--- src/rtl/alu_seq_exec_if.sv ---
// Handshake/result bundle between the decode stage and the multi-cycle ALU.
// The core drives the master side; the execution unit sits on the slave side.
interface alu_seq_exec_if #(
  parameter int WIDTH = 16,
  parameter int OPW   = 6
);
  logic             in_valid;
  logic             in_ready;
  logic [OPW-1:0]   opcode;
  logic [WIDTH-1:0] op_a;
  logic [WIDTH-1:0] op_b;
  logic             out_valid;
  logic             out_ready;
  logic [WIDTH-1:0] result_lo;
  logic [WIDTH-1:0] result_hi;
  logic [5:0]       flags;

  modport master (
    output in_valid, opcode, op_a, op_b, out_ready,
    input  in_ready, out_valid, result_lo, result_hi, flags
  );

  modport slave (
    input  in_valid, opcode, op_a, op_b, out_ready,
    output in_ready, out_valid, result_lo, result_hi, flags
  );
endinterface

--- src/rtl/alu_seq_exec.sv ---
// Multi-cycle ALU: single-cycle logic/add/shift ops, iterative shift-add MUL and
// restoring DIV, valid/ready on both sides. Flags are {ILL,DZ,V,C,N,Z}.
module alu_seq_exec #(
  parameter int WIDTH = 16,
  parameter int OPW   = 6
) (
  input  logic           clk,
  input  logic           rst,
  alu_seq_exec_if.slave  bus
);

  localparam int SHW = $clog2(WIDTH);

  localparam logic [OPW-1:0] OP_ADD  = OPW'(6'h04);
  localparam logic [OPW-1:0] OP_SUB  = OPW'(6'h05);
  localparam logic [OPW-1:0] OP_NEG  = OPW'(6'h06);
  localparam logic [OPW-1:0] OP_MUL  = OPW'(6'h07);
  localparam logic [OPW-1:0] OP_DIV  = OPW'(6'h08);
  localparam logic [OPW-1:0] OP_OR   = OPW'(6'h09);
  localparam logic [OPW-1:0] OP_XOR  = OPW'(6'h0A);
  localparam logic [OPW-1:0] OP_NAND = OPW'(6'h0B);
  localparam logic [OPW-1:0] OP_NOR  = OPW'(6'h0C);
  localparam logic [OPW-1:0] OP_XNOR = OPW'(6'h0D);
  localparam logic [OPW-1:0] OP_NOT  = OPW'(6'h0E);
  localparam logic [OPW-1:0] OP_LLSH = OPW'(6'h0F);
  localparam logic [OPW-1:0] OP_LRSH = OPW'(6'h10);
  localparam logic [OPW-1:0] OP_AND  = OPW'(6'h11);
  localparam logic [OPW-1:0] OP_ARSH = OPW'(6'h12);

  typedef enum logic [1:0] {S_IDLE, S_MUL, S_DIV, S_DONE} state_t;

  typedef struct packed {
    logic [5:0]       flg;
    logic [WIDTH-1:0] hi;
    logic [WIDTH-1:0] lo;
  } res_t;

  // Everything except MUL and a non-zero DIV finishes in the accept cycle.
  function automatic res_t exec_simple(input logic [OPW-1:0] op,
                                       input logic [WIDTH-1:0] a,
                                       input logic [WIDTH-1:0] b);
    res_t               r;
    logic [WIDTH:0]     ext;
    logic signed [WIDTH:0] sx;
    logic               c, v, ill, dz;
    r   = '0;
    ext = '0;
    sx  = '0;
    c   = 1'b0;
    v   = 1'b0;
    ill = 1'b0;
    dz  = 1'b0;
    case (op)
      OP_ADD: begin
        ext  = {1'b0, a} + {1'b0, b};
        r.lo = ext[WIDTH-1:0];
        c    = ext[WIDTH];
        v    = (a[WIDTH-1] == b[WIDTH-1]) && (r.lo[WIDTH-1] != a[WIDTH-1]);
      end
      OP_SUB: begin
        ext  = {1'b0, a} - {1'b0, b};
        r.lo = ext[WIDTH-1:0];
        c    = ext[WIDTH];
        v    = (a[WIDTH-1] != b[WIDTH-1]) && (r.lo[WIDTH-1] != a[WIDTH-1]);
      end
      OP_NEG: begin
        r.lo = '0 - a;
        v    = (a == {1'b1, {(WIDTH-1){1'b0}}});
        c    = |a;
      end
      OP_DIV: begin
        r.lo = '1;
        r.hi = a;
        dz   = 1'b1;
      end
      OP_OR:   r.lo = a | b;
      OP_XOR:  r.lo = a ^ b;
      OP_NAND: r.lo = ~(a & b);
      OP_NOR:  r.lo = ~(a | b);
      OP_XNOR: r.lo = ~(a ^ b);
      OP_NOT:  r.lo = ~a;
      OP_AND:  r.lo = a & b;
      // An extra guard bit catches the last bit shifted out.
      OP_LLSH: begin
        ext  = {1'b0, a} << b;
        r.lo = ext[WIDTH-1:0];
        c    = ext[WIDTH];
      end
      OP_LRSH: begin
        ext  = {a, 1'b0} >> b;
        r.lo = ext[WIDTH:1];
        c    = ext[0];
      end
      OP_ARSH: begin
        sx   = $signed({a, 1'b0}) >>> b;
        r.lo = sx[WIDTH:1];
        c    = sx[0];
      end
      default: ill = 1'b1;
    endcase
    r.flg = {ill, dz, v, c, r.lo[WIDTH-1], ~|r.lo};
    return r;
  endfunction

  function automatic logic [5:0] iter_flags(input logic is_mul,
                                            input logic [WIDTH-1:0] hi,
                                            input logic [WIDTH-1:0] lo);
    logic cv;
    cv = is_mul & (|hi);
    return {2'b00, cv, cv, lo[WIDTH-1], ~|lo};
  endfunction

  state_t             st_q;
  logic [SHW-1:0]     cnt_q;
  logic               out_valid_q;
  logic [WIDTH-1:0]   res_lo_q, res_hi_q;
  logic [5:0]         flags_q;
  logic [2*WIDTH-1:0] work_q;
  logic [WIDTH-1:0]   opd_q;

  logic               in_ready_d, accept_d, last_d;
  res_t               simple_d;
  logic [WIDTH:0]     mul_sum_d, div_sh_d, div_diff_d;
  logic [2*WIDTH-1:0] mul_d, div_d;

  assign in_ready_d = (st_q == S_IDLE) | ((st_q == S_DONE) & bus.out_ready);
  assign accept_d   = bus.in_valid & in_ready_d;
  assign last_d     = (cnt_q == SHW'(WIDTH-1));
  assign simple_d   = exec_simple(bus.opcode, bus.op_a, bus.op_b);

  // MUL: work = {partial product high, remaining multiplier bits}.
  assign mul_sum_d = {1'b0, work_q[2*WIDTH-1:WIDTH]}
                   + (work_q[0] ? {1'b0, opd_q} : {(WIDTH+1){1'b0}});
  assign mul_d     = {mul_sum_d, work_q[WIDTH-1:1]};

  // DIV: work = {partial remainder, dividend shifting into quotient}.
  assign div_sh_d   = work_q[2*WIDTH-1:WIDTH-1];
  assign div_diff_d = div_sh_d - {1'b0, opd_q};
  assign div_d      = div_diff_d[WIDTH]
                    ? {div_sh_d[WIDTH-1:0], work_q[WIDTH-2:0], 1'b0}
                    : {div_diff_d[WIDTH-1:0], work_q[WIDTH-2:0], 1'b1};

  always_ff @(posedge clk) begin
    if (rst) begin
      st_q        <= S_IDLE;
      cnt_q       <= '0;
      out_valid_q <= 1'b0;
      res_lo_q    <= '0;
      res_hi_q    <= '0;
      flags_q     <= '0;
    end else begin
      case (st_q)
        S_MUL: begin
          work_q <= mul_d;
          cnt_q  <= cnt_q + 1'b1;
          if (last_d) begin
            st_q        <= S_DONE;
            out_valid_q <= 1'b1;
            res_hi_q    <= mul_d[2*WIDTH-1:WIDTH];
            res_lo_q    <= mul_d[WIDTH-1:0];
            flags_q     <= iter_flags(1'b1, mul_d[2*WIDTH-1:WIDTH], mul_d[WIDTH-1:0]);
          end
        end
        S_DIV: begin
          work_q <= div_d;
          cnt_q  <= cnt_q + 1'b1;
          if (last_d) begin
            st_q        <= S_DONE;
            out_valid_q <= 1'b1;
            res_hi_q    <= div_d[2*WIDTH-1:WIDTH];
            res_lo_q    <= div_d[WIDTH-1:0];
            flags_q     <= iter_flags(1'b0, div_d[2*WIDTH-1:WIDTH], div_d[WIDTH-1:0]);
          end
        end
        default: begin
          // IDLE, or DONE where a taken result may be replaced on the same edge.
          if (accept_d) begin
            cnt_q <= '0;
            if (bus.opcode == OP_MUL) begin
              st_q        <= S_MUL;
              out_valid_q <= 1'b0;
              work_q      <= {{WIDTH{1'b0}}, bus.op_b};
              opd_q       <= bus.op_a;
            end else if ((bus.opcode == OP_DIV) && (bus.op_b != '0)) begin
              st_q        <= S_DIV;
              out_valid_q <= 1'b0;
              work_q      <= {{WIDTH{1'b0}}, bus.op_a};
              opd_q       <= bus.op_b;
            end else begin
              st_q        <= S_DONE;
              out_valid_q <= 1'b1;
              res_lo_q    <= simple_d.lo;
              res_hi_q    <= simple_d.hi;
              flags_q     <= simple_d.flg;
            end
          end else if ((st_q == S_DONE) && bus.out_ready) begin
            st_q        <= S_IDLE;
            out_valid_q <= 1'b0;
          end
        end
      endcase
    end
  end

  assign bus.in_ready  = in_ready_d;
  assign bus.out_valid = out_valid_q;
  assign bus.result_lo = res_lo_q;
  assign bus.result_hi = res_hi_q;
  assign bus.flags     = flags_q;

endmodule

--- src/flat_wrapper.sv ---
// flat-port wrapper written by rule: the top's interface ports become plain ports
module alu_seq_exec_flat 
#(
  parameter int WIDTH = 16,
  parameter int OPW   = 6
)
  (clk, rst, bus_in_valid, bus_opcode, bus_op_a, bus_op_b, bus_out_ready, bus_in_ready, bus_out_valid, bus_result_lo, bus_result_hi, bus_flags);
  alu_seq_exec_if #(.WIDTH(WIDTH), .OPW(OPW)) bus_i ();
  input  logic clk;
  input  logic rst;
  input wire logic [$bits(bus_i.in_valid)-1:0] bus_in_valid;
  input wire logic [$bits(bus_i.opcode)-1:0] bus_opcode;
  input wire logic [$bits(bus_i.op_a)-1:0] bus_op_a;
  input wire logic [$bits(bus_i.op_b)-1:0] bus_op_b;
  input wire logic [$bits(bus_i.out_ready)-1:0] bus_out_ready;
  output wire logic [$bits(bus_i.in_ready)-1:0] bus_in_ready;
  output wire logic [$bits(bus_i.out_valid)-1:0] bus_out_valid;
  output wire logic [$bits(bus_i.result_lo)-1:0] bus_result_lo;
  output wire logic [$bits(bus_i.result_hi)-1:0] bus_result_hi;
  output wire logic [$bits(bus_i.flags)-1:0] bus_flags;
  assign bus_i.in_valid = bus_in_valid;
  assign bus_i.opcode = bus_opcode;
  assign bus_i.op_a = bus_op_a;
  assign bus_i.op_b = bus_op_b;
  assign bus_i.out_ready = bus_out_ready;
  assign bus_in_ready = bus_i.in_ready;
  assign bus_out_valid = bus_i.out_valid;
  assign bus_result_lo = bus_i.result_lo;
  assign bus_result_hi = bus_i.result_hi;
  assign bus_flags = bus_i.flags;
  alu_seq_exec #(.WIDTH(WIDTH), .OPW(OPW)) u_core (.clk(clk), .rst(rst), .bus(bus_i));
endmodule
--- config.mk ---
export PLATFORM = sky130hd
export DESIGN_NAME = alu_seq_exec_flat
export DESIGN_NICKNAME = d
export VERILOG_FILES = /design/src/rtl/alu_seq_exec_if.sv /design/src/rtl/alu_seq_exec.sv /design/src/flat_wrapper.sv
export SDC_FILE = /design/constraint.sdc
export NUM_CORES = 1
export LEC_CHECK = 0
export ABC_AREA = 0
export ABC_CLOCK_PERIOD_IN_PS = 4100
export BUFFER_PORTS_ARGS = -buffer_cell sky130_fd_sc_hd__buf_2
export CAP_MARGIN = 20
export CORE_MARGIN = 5
export CORE_UTILIZATION = 40
export DETAILED_ROUTE_END_ITERATION = 12
export PLACE_DENSITY_LB_ADDON = 0.12
export SYNTH_ARGS = -nofsm -noshare
export SYNTH_HDL_FRONTEND = slang
export SYNTH_SLANG_ARGS = --single-unit
--- constraint.sdc ---
create_clock -name clk -period 4.1 [get_ports clk]
set_input_delay 0 -clock clk [delete_from_list [all_inputs] [get_ports clk]]
set_output_delay 0 -clock clk [all_outputs]
set_load 0.02 [all_outputs]
==> impl_metrics.ini <==
[clock_network]
cts_tree = yes
clock_path_buffers = 2
clk_pin_slew_ns = 0.07
clock_latency_ns = 0.35
post_cts_buffers = 0
cts_sinks = 92
clockRootBuffer = clkbuf_16
cts-resized-gates = 0
numCtsBuffers = 9
htree_levels = 3

[sta]
worst_slew_pin_slew_ns = 1.076
finalClockSkew_ns = 0.006855
min_period_ns = 3.558
post-route-period-util = 0.8678
hold_violations = 0
max_freq_ghz = 0.2810
tns_ns = 0
slew_viol_final = 0
setup_viol_count_final = 0
rsz0062_at_grt = false
slew_headroom = 0.2769
finalWorstSetupSlack_ns = 0.5418

[critical_path]
critPathTopFamily = simple AND/OR/NAND/NOR gates
start_kind = flip-flop
crit_slowest_cell = or4b_1
critPathRequiredTime_ns = 4.31
reg2reg_from = u_core.work_q[0]
reg2reg_depth = 12
worstSetupPathType = flip-flop to flip-flop
cp_max_fo = 11
critPathBufInv = 1
r2r_end = u_core.bus.flags[2]
cpPeakStageDelay_ns = 0.46
end_kind = flip-flop
path_cells = inv_1 -> nor2_1 -> fa_1 -> a21o_1 -> a21oi_1 -> xnor2_1 -> or4b_1 -> or4_1 -> nor3_1 -> a41oi_1 -> nor3b_1 -> a311oi_1
reg2reg_slack_ns = 0.54
cp.arrival_ns = 3.77

[global_route]
grt_pass1_vias = 12611
antenna_found_initial = 1
grt_overflow = 0
grt_pass1_wl_um = 83030
grtUsageTotal = 0.3279
grt_max_degree = 56

[synth]
ys_seq_area_frac = 0.1953
avgSynthCellArea_sq_um = 7.652
muxShareOfSynthArea = 0.08165
synth-simple-area-share = 0.2397
syn_inst = 1554
ys_types = 93
synth_xor_area_frac = 0.03020
synth_top_flop_cell = edfxtp_1
ys_ff_latch = 92
syn_nets = 1686
syn_area_sq_um = 11890
synth_compound_area_frac = 0.2899
synth_warnings = 0
synth_adder_area_share = 0.09722
synth_top_family_by_area = compound AO/OA/AOI/OAI gates
synth-edff-count = 48
ys_async_sr_fraction = 0

[floorplanning]
die-height_um = 182.4
dieArea_sq_um = 33280
core_area_sq_um = 29480
row_count = 63
initial_core_util = 0.4034
die_w_um = 182.4
pin_count = 82

[placement]
place_ws_ns = 0.5287
place.gp.congestion = 1.057
dpl.hpwl_um = 43280
placed_cells = 1998
portBuffers = 81

[hold_path]
hp-class = primary input to flip-flop
hold_end = u_core.bus.out_valid
worstHoldStart = bus_in_valid
hold_depth = 4

[routing]
drc_errors = 0
avgViaCountPerCell = 6.613
ant_nets = 0
wire_per_inst_um = 27.88
drtPass1Iterations = 6
num_vias = 13346
drt_iter0_drc = 1625
wl_um = 56270

[power_and_ir_drop]
power.leakage_uw = 0.005229
ir_worst_vdd_uv = 221.6
power_density_nw_per_um2 = 398.7

[final_layout]
final_cell_mix = nand2_1 (155), nor2_1 (144), o21ai_0 (114)
finalNonFillerCells = 2018
final_common_cell = nand2_1
fin_nets = 1752
area.growth.synth_to_final_pct = 11.94
fillerInstances = 3018
drive_gt1_frac = 0.1742

[flow_run]
cap_viol_max_count = 0

[outcome]
status = finished clean
==> state kept, by name (all words and copies together), names as in the netlist <==
register,count
u_core.st_q,2
u_core.work_q,32
u_core.bus.result_hi,16
u_core.opd_q,16
u_core.bus.flags,6
u_core.bus.out_valid,1
u_core.bus.result_lo,15
u_core.cnt_q,4
==> what timing repair did <==
item                                   CTS  global route
setup endpoints to repair                0             0
endpoints found under the hold margin    1             0
hold buffers                             1             0
==> layout make-up <==
type                       instances  area (sq um)  share of cell area
antenna                            3         7.507           0.0005640
clock buffer                       9         225.2             0.01692
clock inverter                     7         70.07            0.005264
inverter                          72         270.3             0.02030
multi-input combinational       1272          8817              0.6624
sequential                        92          2322              0.1745
tap                              390         488.0             0.03666
timing repair buffer             173          1111             0.08347
==> cell usage after synthesis, types with 25 or more instances <==
master / instances / area share
inv_1: 69 / 0.022
dfxtp_1: 44 / 0.074
a21oi_1: 99 / 0.042
a211oi_1: 28 / 0.018
clkbuf_1: 81 / 0.026
buf_2: 25 / 0.011
o21ai_0: 114 / 0.048
a31oi_1: 28 / 0.015
edfxtp_1: 48 / 0.12
xnor2_1: 28 / 0.021
ha_1: 86 / 0.090
nand3_1: 48 / 0.020
nand2_1: 155 / 0.049
nor2_1: 146 / 0.046
mux2i_1: 34 / 0.029
nor3_1: 60 / 0.025
==> report_power, final <==
part	total [uW]	leakage [uW]	internal (uW)	switching [uW]
clock network	828	0.000141	426	401
registers	1410	0.000807	1250	165
logic	3070	0.00428	1090	1980
total	5310	0.00523	2760	2550
==> cells by family after synthesis <==
group / Yosys count
flip-flops: 92
multiplexers: 67
adder cells (fa/ha/maj): 90
AND/OR/NAND/NOR: 571
buffers and inverters: 190
AO/OA/AOI/OAI: 503
XOR/XNOR: 41
==> worst max path at each step <==
stage | slack [ns] | start | end | depth (start not counted)
5_1_grt | 0.36 | u_core.work_q[0] | u_core.bus.flags[2] | 12
6_report | 0.54 | u_core.work_q[0] | u_core.bus.flags[2] | 12
3_5_place_dp | 0.53 | u_core.work_q[0] | u_core.bus.flags[2] | 12
4_1_cts | 0.52 | u_core.work_q[0] | u_core.bus.flags[2] | 12
2_1_floorplan | 0.72 | u_core.st_q[0] | u_core.work_q[0] | 7
3_3_place_gp | 0.65 | bus_opcode[0] | u_core.bus.flags[0] | 11
==> tightest hold or removal path, cell delays in order <==
cell and delay, ns:
buf_2 0.08, nand2_1 0.08, nand2_1 0.09, a221oi_1 0.07
==> stage by stage <==
step | util | instance area [sq um] | total power (uW) | hold slack [ns]
3_3_place_gp | 0.4409 | 13000 | 4456 | 0.3484
3_5_place_dp | 0.4409 | 13000 | 4459 | 0.3524
4_1_cts | 0.4513 | 13300 | 5296 | 0.01944
2_1_floorplan | - | 11890 | 3436 | 0.2186
5_1_grt | 0.4513 | 13300 | 5634 | 0.05622
6_report | 0.4515 | 13310 | 5307 | 0.03211
==> routing by layer <==
layer  GRT usage  up-vias  routed length [um]
li1            -     6033                   -
met1      0.4227     6414               22570
met2      0.5259      714               25510
met3     0.06119      185                4880
met4      0.1657        0                3305
met5           0        -                   0
No activity file was read; power rests on OpenSTA's default activity.
